## config.mk

```make
export PLATFORM = sky130hd
export DESIGN_NAME = addsub_pipe_flat
export DESIGN_NICKNAME = d
export VERILOG_FILES = /design/src/rtl/addsub_pipe_if.sv /design/src/rtl/addsub_pipe.sv /design/src/flat_wrapper.sv
export SDC_FILE = /design/constraint.sdc
export NUM_CORES = 1
export LEC_CHECK = 0
export CAP_MARGIN = 10
export CORE_ASPECT_RATIO = 1.75
export CORE_MARGIN = 3
export CORE_UTILIZATION = 45
export DETAILED_ROUTE_END_ITERATION = 16
export GPL_ROUTABILITY_DRIVEN = 0
export GPL_TIMING_DRIVEN = 1
export PLACE_DENSITY = 0.67
export SLEW_MARGIN = 25
export SYNTH_ARGS = -nofsm -noshare
export SYNTH_HDL_FRONTEND = slang
export SYNTH_SLANG_ARGS = --single-unit
```

## constraint.sdc

```tcl
create_clock -name clk -period 4.95 [get_ports clk]
set_clock_uncertainty 0.05 [all_clocks]
set_input_delay 0.99 -clock clk [delete_from_list [all_inputs] [get_ports clk]]
set_output_delay 0.99 -clock clk [all_outputs]
set_load 0.03 [all_outputs]
```

## src/rtl/addsub_pipe_if.sv

```systemverilog
// addsub_pipe_if: operand/result handshake bundle for the pipelined adder/subtractor.
// Latency: none, wires only.
// Backpressure: in_ready/out_ready carry valid-ready flow control in each direction.
interface addsub_pipe_if #(
   parameter int WIDTH = 32
);
   logic             in_valid;
   logic             in_ready;
   logic             op;
   logic [WIDTH-1:0] a;
   logic [WIDTH-1:0] b;
   logic             out_valid;
   logic             out_ready;
   logic [WIDTH-1:0] d;
   logic             cb_o;
   logic             ovf;
   logic             zero;
   logic             neg;

   // Producer/consumer side: drives operands and result acceptance.
   modport master (
      output in_valid, op, a, b, out_ready,
      input  in_ready, out_valid, d, cb_o, ovf, zero, neg
   );

   // Arithmetic block side.
   modport slave (
      input  in_valid, op, a, b, out_ready,
      output in_ready, out_valid, d, cb_o, ovf, zero, neg
   );
endinterface

```

## src/rtl/addsub_pipe.sv

```systemverilog
// addsub_pipe: WIDTH-bit add/subtract resolving CHUNK bits per stage, with carry/borrow, ovf, zero, neg flags.
// Latency: STAGES = WIDTH/CHUNK cycles from acceptance to out_valid, one result per cycle.
// Backpressure: whole pipe freezes while out_valid && !out_ready; in_ready = !out_valid || out_ready.
// Optional macro ADDSUB_PIPE_SAT_EN: clamp d to signed max/min on signed overflow.
module addsub_pipe #(
   parameter int WIDTH = 32,
   parameter int CHUNK = 8
) (
   input logic          clk,
   input logic          rst,
   addsub_pipe_if.slave bus
);
   localparam int STAGES = WIDTH / CHUNK;
   localparam int NMID   = (STAGES > 1) ? STAGES - 1 : 1;
   localparam int F      = STAGES - 1;

   // Registers between stage k and stage k+1 (operands travel with the op).
   logic             mid_v_q  [NMID];
   logic             mid_op_q [NMID];
   logic             mid_c_q  [NMID];
   logic [WIDTH-1:0] mid_a_q  [NMID];
   logic [WIDTH-1:0] mid_bx_q [NMID];
   logic [WIDTH-1:0] mid_s_q  [NMID];

   // Final stage doubles as the output register.
   logic             out_valid_q;
   logic [WIDTH-1:0] d_q;
   logic             cb_q;
   logic             ovf_q;
   logic             zero_q;
   logic             neg_q;

   // Per-stage views of what each stage is working on this cycle.
   logic             st_v  [STAGES];
   logic             st_op [STAGES];
   logic             st_c  [STAGES];
   logic [WIDTH-1:0] st_a  [STAGES];
   logic [WIDTH-1:0] st_bx [STAGES];
   logic [WIDTH-1:0] st_s  [STAGES];
   logic [CHUNK:0]   st_sum[STAGES];
   logic [WIDTH-1:0] stg_s_d[STAGES];

   logic             adv;
   logic [WIDTH-1:0] raw_d;
   logic [WIDTH-1:0] fin_d;
   logic             cb_d;
   logic             ovf_d;

   // Every stage moves together; a held output freezes everything behind it.
   assign adv          = !out_valid_q || bus.out_ready;
   assign bus.in_ready = adv;

   for (genvar k = 0; k < STAGES; k++) begin : g_stage
      if (k == 0) begin : g_src
         // Subtract is a + ~b + 1: invert b once at entry and feed op as carry-in.
         assign st_v[k]  = bus.in_valid;
         assign st_op[k] = bus.op;
         assign st_c[k]  = bus.op;
         assign st_a[k]  = bus.a;
         assign st_bx[k] = bus.op ? ~bus.b : bus.b;
         assign st_s[k]  = '0;
      end else begin : g_src
         assign st_v[k]  = mid_v_q[k-1];
         assign st_op[k] = mid_op_q[k-1];
         assign st_c[k]  = mid_c_q[k-1];
         assign st_a[k]  = mid_a_q[k-1];
         assign st_bx[k] = mid_bx_q[k-1];
         assign st_s[k]  = mid_s_q[k-1];
      end

      assign st_sum[k]  = {1'b0, st_a[k][k*CHUNK +: CHUNK]}
                        + {1'b0, st_bx[k][k*CHUNK +: CHUNK]}
                        + (CHUNK+1)'(st_c[k]);
      // Chunk k of the partial result is still zero here, so OR merges it in.
      assign stg_s_d[k] = st_s[k] | (WIDTH'(st_sum[k][CHUNK-1:0]) << (k*CHUNK));
   end

   // Final-stage result and flags; borrow is the inverted carry when subtracting.
   assign raw_d = stg_s_d[F];
   assign cb_d  = st_op[F] ? ~st_sum[F][CHUNK] : st_sum[F][CHUNK];
   assign ovf_d = (st_a[F][WIDTH-1] == st_bx[F][WIDTH-1]) && (raw_d[WIDTH-1] != st_a[F][WIDTH-1]);

`ifdef ADDSUB_PIPE_SAT_EN
   // Overflow direction follows the sign of a: positive overflow clamps to max, negative to min.
   assign fin_d = !ovf_d ? raw_d :
                  (st_a[F][WIDTH-1] ? {1'b1, {(WIDTH-1){1'b0}}} : {1'b0, {(WIDTH-1){1'b1}}});
`else
   assign fin_d = raw_d;
`endif

   // Intermediate stages: shift one place on advance (bubbles included), clear on reset.
   always_ff @(posedge clk) begin
      for (int i = 0; i < NMID; i++) begin
         if (rst) begin
            mid_v_q[i]  <= 1'b0;
            mid_op_q[i] <= 1'b0;
            mid_c_q[i]  <= 1'b0;
            mid_a_q[i]  <= '0;
            mid_bx_q[i] <= '0;
            mid_s_q[i]  <= '0;
         end else if (adv && (i < STAGES - 1)) begin
            mid_v_q[i]  <= st_v[i];
            mid_op_q[i] <= st_op[i];
            mid_c_q[i]  <= st_sum[i][CHUNK];
            mid_a_q[i]  <= st_a[i];
            mid_bx_q[i] <= st_bx[i];
            mid_s_q[i]  <= stg_s_d[i];
         end
      end
   end

   // Output register: loads the last stage on advance, holds while the consumer stalls.
   always_ff @(posedge clk) begin
      if (rst) begin
         out_valid_q <= 1'b0;
         d_q         <= '0;
         cb_q        <= 1'b0;
         ovf_q       <= 1'b0;
         zero_q      <= 1'b0;
         neg_q       <= 1'b0;
      end else if (adv) begin
         out_valid_q <= st_v[F];
         d_q         <= fin_d;
         cb_q        <= cb_d;
         ovf_q       <= ovf_d;
         zero_q      <= (fin_d == '0);
         neg_q       <= fin_d[WIDTH-1];
      end
   end

   assign bus.out_valid = out_valid_q;
   assign bus.d         = d_q;
   assign bus.cb_o      = cb_q;
   assign bus.ovf       = ovf_q;
   assign bus.zero      = zero_q;
   assign bus.neg       = neg_q;
endmodule

```

## src/flat_wrapper.sv

```systemverilog
// flat-port wrapper written by rule: the top's interface ports become plain ports
module addsub_pipe_flat 
#(
   parameter int WIDTH = 32,
   parameter int CHUNK = 8
)
  (clk, rst, bus_in_valid, bus_op, bus_a, bus_b, bus_out_ready, bus_in_ready, bus_out_valid, bus_d, bus_cb_o, bus_ovf, bus_zero, bus_neg);
  addsub_pipe_if #(.WIDTH(WIDTH)) bus_i ();
  input logic clk;
  input logic rst;
  input wire logic [$bits(bus_i.in_valid)-1:0] bus_in_valid;
  input wire logic [$bits(bus_i.op)-1:0] bus_op;
  input wire logic [$bits(bus_i.a)-1:0] bus_a;
  input wire logic [$bits(bus_i.b)-1:0] bus_b;
  input wire logic [$bits(bus_i.out_ready)-1:0] bus_out_ready;
  output wire logic [$bits(bus_i.in_ready)-1:0] bus_in_ready;
  output wire logic [$bits(bus_i.out_valid)-1:0] bus_out_valid;
  output wire logic [$bits(bus_i.d)-1:0] bus_d;
  output wire logic [$bits(bus_i.cb_o)-1:0] bus_cb_o;
  output wire logic [$bits(bus_i.ovf)-1:0] bus_ovf;
  output wire logic [$bits(bus_i.zero)-1:0] bus_zero;
  output wire logic [$bits(bus_i.neg)-1:0] bus_neg;
  assign bus_i.in_valid = bus_in_valid;
  assign bus_i.op = bus_op;
  assign bus_i.a = bus_a;
  assign bus_i.b = bus_b;
  assign bus_i.out_ready = bus_out_ready;
  assign bus_in_ready = bus_i.in_ready;
  assign bus_out_valid = bus_i.out_valid;
  assign bus_d = bus_i.d;
  assign bus_cb_o = bus_i.cb_o;
  assign bus_ovf = bus_i.ovf;
  assign bus_zero = bus_i.zero;
  assign bus_neg = bus_i.neg;
  addsub_pipe #(.WIDTH(WIDTH), .CHUNK(CHUNK)) u_core (.clk(clk), .rst(rst), .bus(bus_i));
endmodule
```

Yosys cells after proc, flatten, opt, wreduce, memory -nomap -nowiden

Memory sizes are Yosys's and may differ from the RTL's. A register that Yosys moved wholly into a read port is not among the register bits.
Cells that the tools add are included.

RAM bits: 297
Memories: 6
Register bits: 36
Latch bits: 0
Bits in read-only memories: 0
Logic and storage cells: 73
Output and inout port bits: 38

Reductions and logical operators: 4
Eq/ne operators: 2
Bitwise logic cells: 23
Div/mod/pow operators: 0
$add $sub $neg: 8
Magnitude comparators: 0
Mux-type cells: 25
Multipliers: 0
Shifts and indexed selects: 0

Memories:

| name            | depth | width | rd ports | clocked after memory_dff | wr ports | RTL line          | text |
|---|---|---|---|---|---|---|---|
| u_core.mid_a_q  | 3     | 32    | 3        | 0                        | 3        | addsub_pipe.sv:21 | `logic [WIDTH-1:0] mid_a_q [NMID];` |
| u_core.mid_bx_q | 3     | 32    | 3        | 0                        | 3        | addsub_pipe.sv:22 | `logic [WIDTH-1:0] mid_bx_q [NMID];` |
| u_core.mid_s_q  | 3     | 32    | 3        | 0                        | 3        | addsub_pipe.sv:23 | `logic [WIDTH-1:0] mid_s_q [NMID];` |
| u_core.mid_c_q  | 3     | 1     | 3        | 0                        | 3        | addsub_pipe.sv:20 | `logic mid_c_q [NMID];` |
| u_core.mid_op_q | 3     | 1     | 3        | 0                        | 3        | addsub_pipe.sv:19 | `logic mid_op_q [NMID];` |
| u_core.mid_v_q  | 3     | 1     | 3        | 1                        | 3        | addsub_pipe.sv:18 | `logic mid_v_q [NMID];` |

Operator list:

| cell                         | number |
|---|---|
| 2-to-1 mux 32 bit            | 10 |
| adder 8 x 8 -> 9 bit         | 4 |
| adder 9 x 1 -> 9 bit         | 4 |
| logical NOT 32 bit           | 1 |
| NOT 32 bit                   | 1 |
| bitwise OR 32 x 16 -> 32 bit | 1 |
| bitwise OR 32 x 24 -> 32 bit | 1 |
| bitwise OR 32 bit            | 1 |
| bitwise OR 1 bit             | 18 |
| 2-to-1 mux 1 bit             | 15 |
| equality test 1 bit          | 1 |
| logical AND 1 bit            | 1 |
| logical NOT 1 bit            | 1 |
| logical OR 1 bit             | 1 |
| inequality test 1 bit        | 1 |
| NOT 1 bit                    | 1 |

Longest topological paths before layout

Depth after elaboration: 6
Gate-level depth with buffers: 10
Gate-level depth less buffers: 10

Worst setup path before layout

Ideal clock, no wire load.

Path type: input port to flip-flop
Start: input port bus_out_ready
End: memory u_core.mid_a_q[0][10], enable pin
Buffers on the path: 1
Data arrival time: 4355 ps
Library setup time: 505 ps
Slack: 39 ps
Cell stages on the path: 5
Cells stage by stage: nor2b_1 buf_2 clkinv_1 nor2_1 inv_1

RTL lines:

| item        | RTL line           | text |
|---|---|---|
| from (decl) | flat_wrapper.sv:15 | `input wire logic [$bits(bus_i.out_ready)-1:0] bus_out_ready;` |
| to (decl)   | addsub_pipe.sv:21  |  |

Worst setup path in the final report

Start: input port bus_out_ready
End: output port bus_in_ready

Cells in the longest elaborated chain, start to end: 1

RTL lines:

| item             | RTL line           | text |
|---|---|---|
| logical OR 1 bit | addsub_pipe.sv:50  | `assign adv = !out_valid_q \|\| bus.out_ready;` |
| to (decl)        | flat_wrapper.sv:16 | `output wire logic [$bits(bus_i.in_ready)-1:0] bus_in_ready;` |

Every way passes these cells.

==> results.cfg <==
[cts]
clk_path_buf_depth = 2
clock-sinks = 189
insertion_delay_ns = 0.43
htreeDepth = 4
cts_buffers = 17
clk_pin_slew_worst_paths_ns = 0.07
cts-root-buf = clkbuf_16
cts_resized = 0
cts_tree = done
cts_setup_buffers = 0
hold_buffers = 0

[power_and_ir_drop]
leakagePower_uw = 0.00407
peakVddDrop_uv = 188
power.density_nw_per_um2 = 351

[logic_synthesis]
synthesis.area_um2 = 8380
yosysMostFrequentCell = edfxtp_1
avgSynthCellArea_um2 = 12.4
syn_inst = 677
ys_seq_area_frac = 0.635
async_flop_share = 0
yosysTopAreaCell = edfxtp_1
ys_ff_latch = 189
ys_top_cells_by_area = edfxtp_1 55%, dfxtp_1 8.6%, and2_1 8.0%
ys_types = 47
synth_edf_count = 153
synth_warnings = 0
ys_dominant_reg_cell = edfxtp_1
synth_top_area_frac = 0.548
synthesis.nets = 781
synthTopCellsByCount = 153 x edfxtp_1, 107 x and2_1, 62 x nand2_1

[worst_setup_path]
startpoint = bus_out_ready
path_delay_family = buffers and inverters
cp_slowest_cell = clkdlybuf4s50_1
cp_cell_sequence = clkdlybuf4s50_1, nor2b_2, clkinv_1, clkdlybuf4s50_1
worstPathArrival_ns = 2.64
r2r-start = u_core.mid_a_q[2][24]$_SDFFCE_PN0P_
worst-r2r-cell-count = 9
startpoint_type = primary input
critical_path.max_fanout = 17
critical_path_class = in2out
required_ns = 3.91
r2r_slack_ns = 2.19
end_kind = output port
worst-path-buf-inv = 3
path_common_cell = clkdlybuf4s50_1
cp.depth = 4
cpPeakStageDelay_ns = 0.73

[global_routing]
grt_pass1_vias = 4948
busiest_layer = met2
grt_max_degree = 118
met2_usage = 0.256
grt_pass1_wl_um = 23100
antenna_found_initial = 0
grt_overflow_total = 0
gr-usage-met1 = 0.162
use_met3 = 0.0353
grt_usage = 0.145

[route]
wirelength_um = 14000
ant_nets = 0
num_vias = 5004
wire_per_inst_um = 13.7
drc = 0
dr.pass1.iters = 6
via_per_inst = 4.89
drtIter0Drc = 218

[placement]
io_buffers = 106
hpwl_um = 10100
placed_area_um2 = 9670
dpl.cell_count = 992
pre_cts_ws_ns = 1.14

[layout]
drive_gt1_frac = 0.0646
final_cells = 1024
fill_cells = 1516
syn_to_final_growth_pct = 22.5
stdcell_area_um2 = 10300
finalNetCount = 881
n_antenna_cell = 0
multi_input_area_um2 = 2880
seqCellArea_um2 = 5320

[floorplanning]
num_rows = 65
die_w_um = 109
die_y_um = 186
top_level_ports = 107
fp.dieArea_um2 = 20400
start_util = 0.462
core_area_um2 = 18100

[hold_path]
worstHoldStart = u_core.bus.zero$_SDFFE_PP0N_
hold_path_class = reg2reg
holdPathStages = 2

[timing]
tns_ns = 0
finalHoldViolations = 0
fin_crit_ns = 3.68
finalCritPeriodShare = 0.744
setup_violations = 0
max_freq_mhz = 272
maxSlewViolCount = 0
fin_hold_ws_ns = 0.394
tightest_slew_ns = 0.885
grt_setup_unrepaired = false
timing.final.ws_setup_ns = 1.27
relSlewSlack = 0.410

[status]
outcome = complete, no violations

[job]
drv_cap = 0
[worst register-to-register path, stage by stage, from the launching register on]
cell and delay, ns:
edfxtp_1 0.36, fa_1 0.23, inv_1 0.07, fa_1 0.60
nor4b_1 0.25, nand4_1 0.14, nor4_2 0.23, nand3_1 0.13
or4b_1 0.52, o21ai_1 0.12
[cells in the final DEF, fill, tap and decap left out, drive strengths merged, types with 8 or more instances in the layout]
cell type and instances:
a21o 8, clkdlybuf4s50 105, xor2 11, ha 28, nor3 9, and2 107
nand2 62, edfxtp 153, dfxtp 36, xnor2 34, o21ai 15, inv 24
a21oi 41, nor2 54, clkbuf 18, or3 8, buf 8
[worst paths after layout]
check	endpoint
worst max-delay path	bus_in_ready
worst min-delay path	u_core.bus.zero$_SDFFE_PP0N_
worst max register to register	u_core.bus.zero$_SDFFE_PP0N_
worst min register to register	u_core.bus.zero$_SDFFE_PP0N_
[per-layer routing]
layer / vias to the layer above / part of all wire
li1: 2556 / -
met1: 2307 / 0.39
met2: 122 / 0.54
met3: 19 / 0.045
met4: 0 / 0.021
met5: - / 0
[registers in the layout, summed over array words and instances (netlist names)]
register and cells:
u_core.bus.cb_o 1, u_core.bus.d 31, u_core.bus.neg 1, u_core.bus.out_valid 1
u_core.bus.ovf 1, u_core.bus.zero 1, u_core.mid_a_q 48, u_core.mid_bx_q 48
u_core.mid_c_q 3, u_core.mid_op_q 3, u_core.mid_s_q 48, u_core.mid_v_q 3
[kinds of logic after synthesis]
| group | Yosys count | share of synthesized area |
|---|---|---|
| buffers and inverters | 47 | 0.0220 |
| adder cells (fa/ha/maj) | 35 | 0.0586 |
| AO/OA/AOI/OAI | 85 | 0.0606 |
| AND/OR/NAND/NOR | 273 | 0.174 |
| multiplexers | 3 | 0.00373 |
| flip-flops | 189 | 0.635 |
| XOR/XNOR | 45 | 0.0471 |
[metrics by stage]
| stage | power (uW) | utilization |
|---|---|---|
| 4_1_cts | 3640 | 0.566 |
| 3_5_place_dp | 2310 | 0.533 |
| 2_1_floorplan | 2160 | - |
| 5_1_grt | 3750 | 0.566 |
| 3_3_place_gp | 2300 | 0.533 |
| 6_report | 3600 | 0.566 |
[final cells by class]
| cell class | instances | share of cell area |
|---|---|---|
| Clock buffer | 18 | 0.0439 |
| Multi-Input combinational cell | 441 | 0.281 |
| Clock inverter | 14 | 0.0137 |
| Sequential cell | 189 | 0.518 |
| Tap cell | 234 | 0.0285 |
| Inverter | 15 | 0.00597 |
| Timing Repair Buffer | 113 | 0.109 |
[report_power, final]
group          internal (uW)  switching [uW]
clock network            704             630
logic                    199             196
registers               1840            39.3
total                   2740             865
No activity file was read; power rests on OpenSTA's default activity.
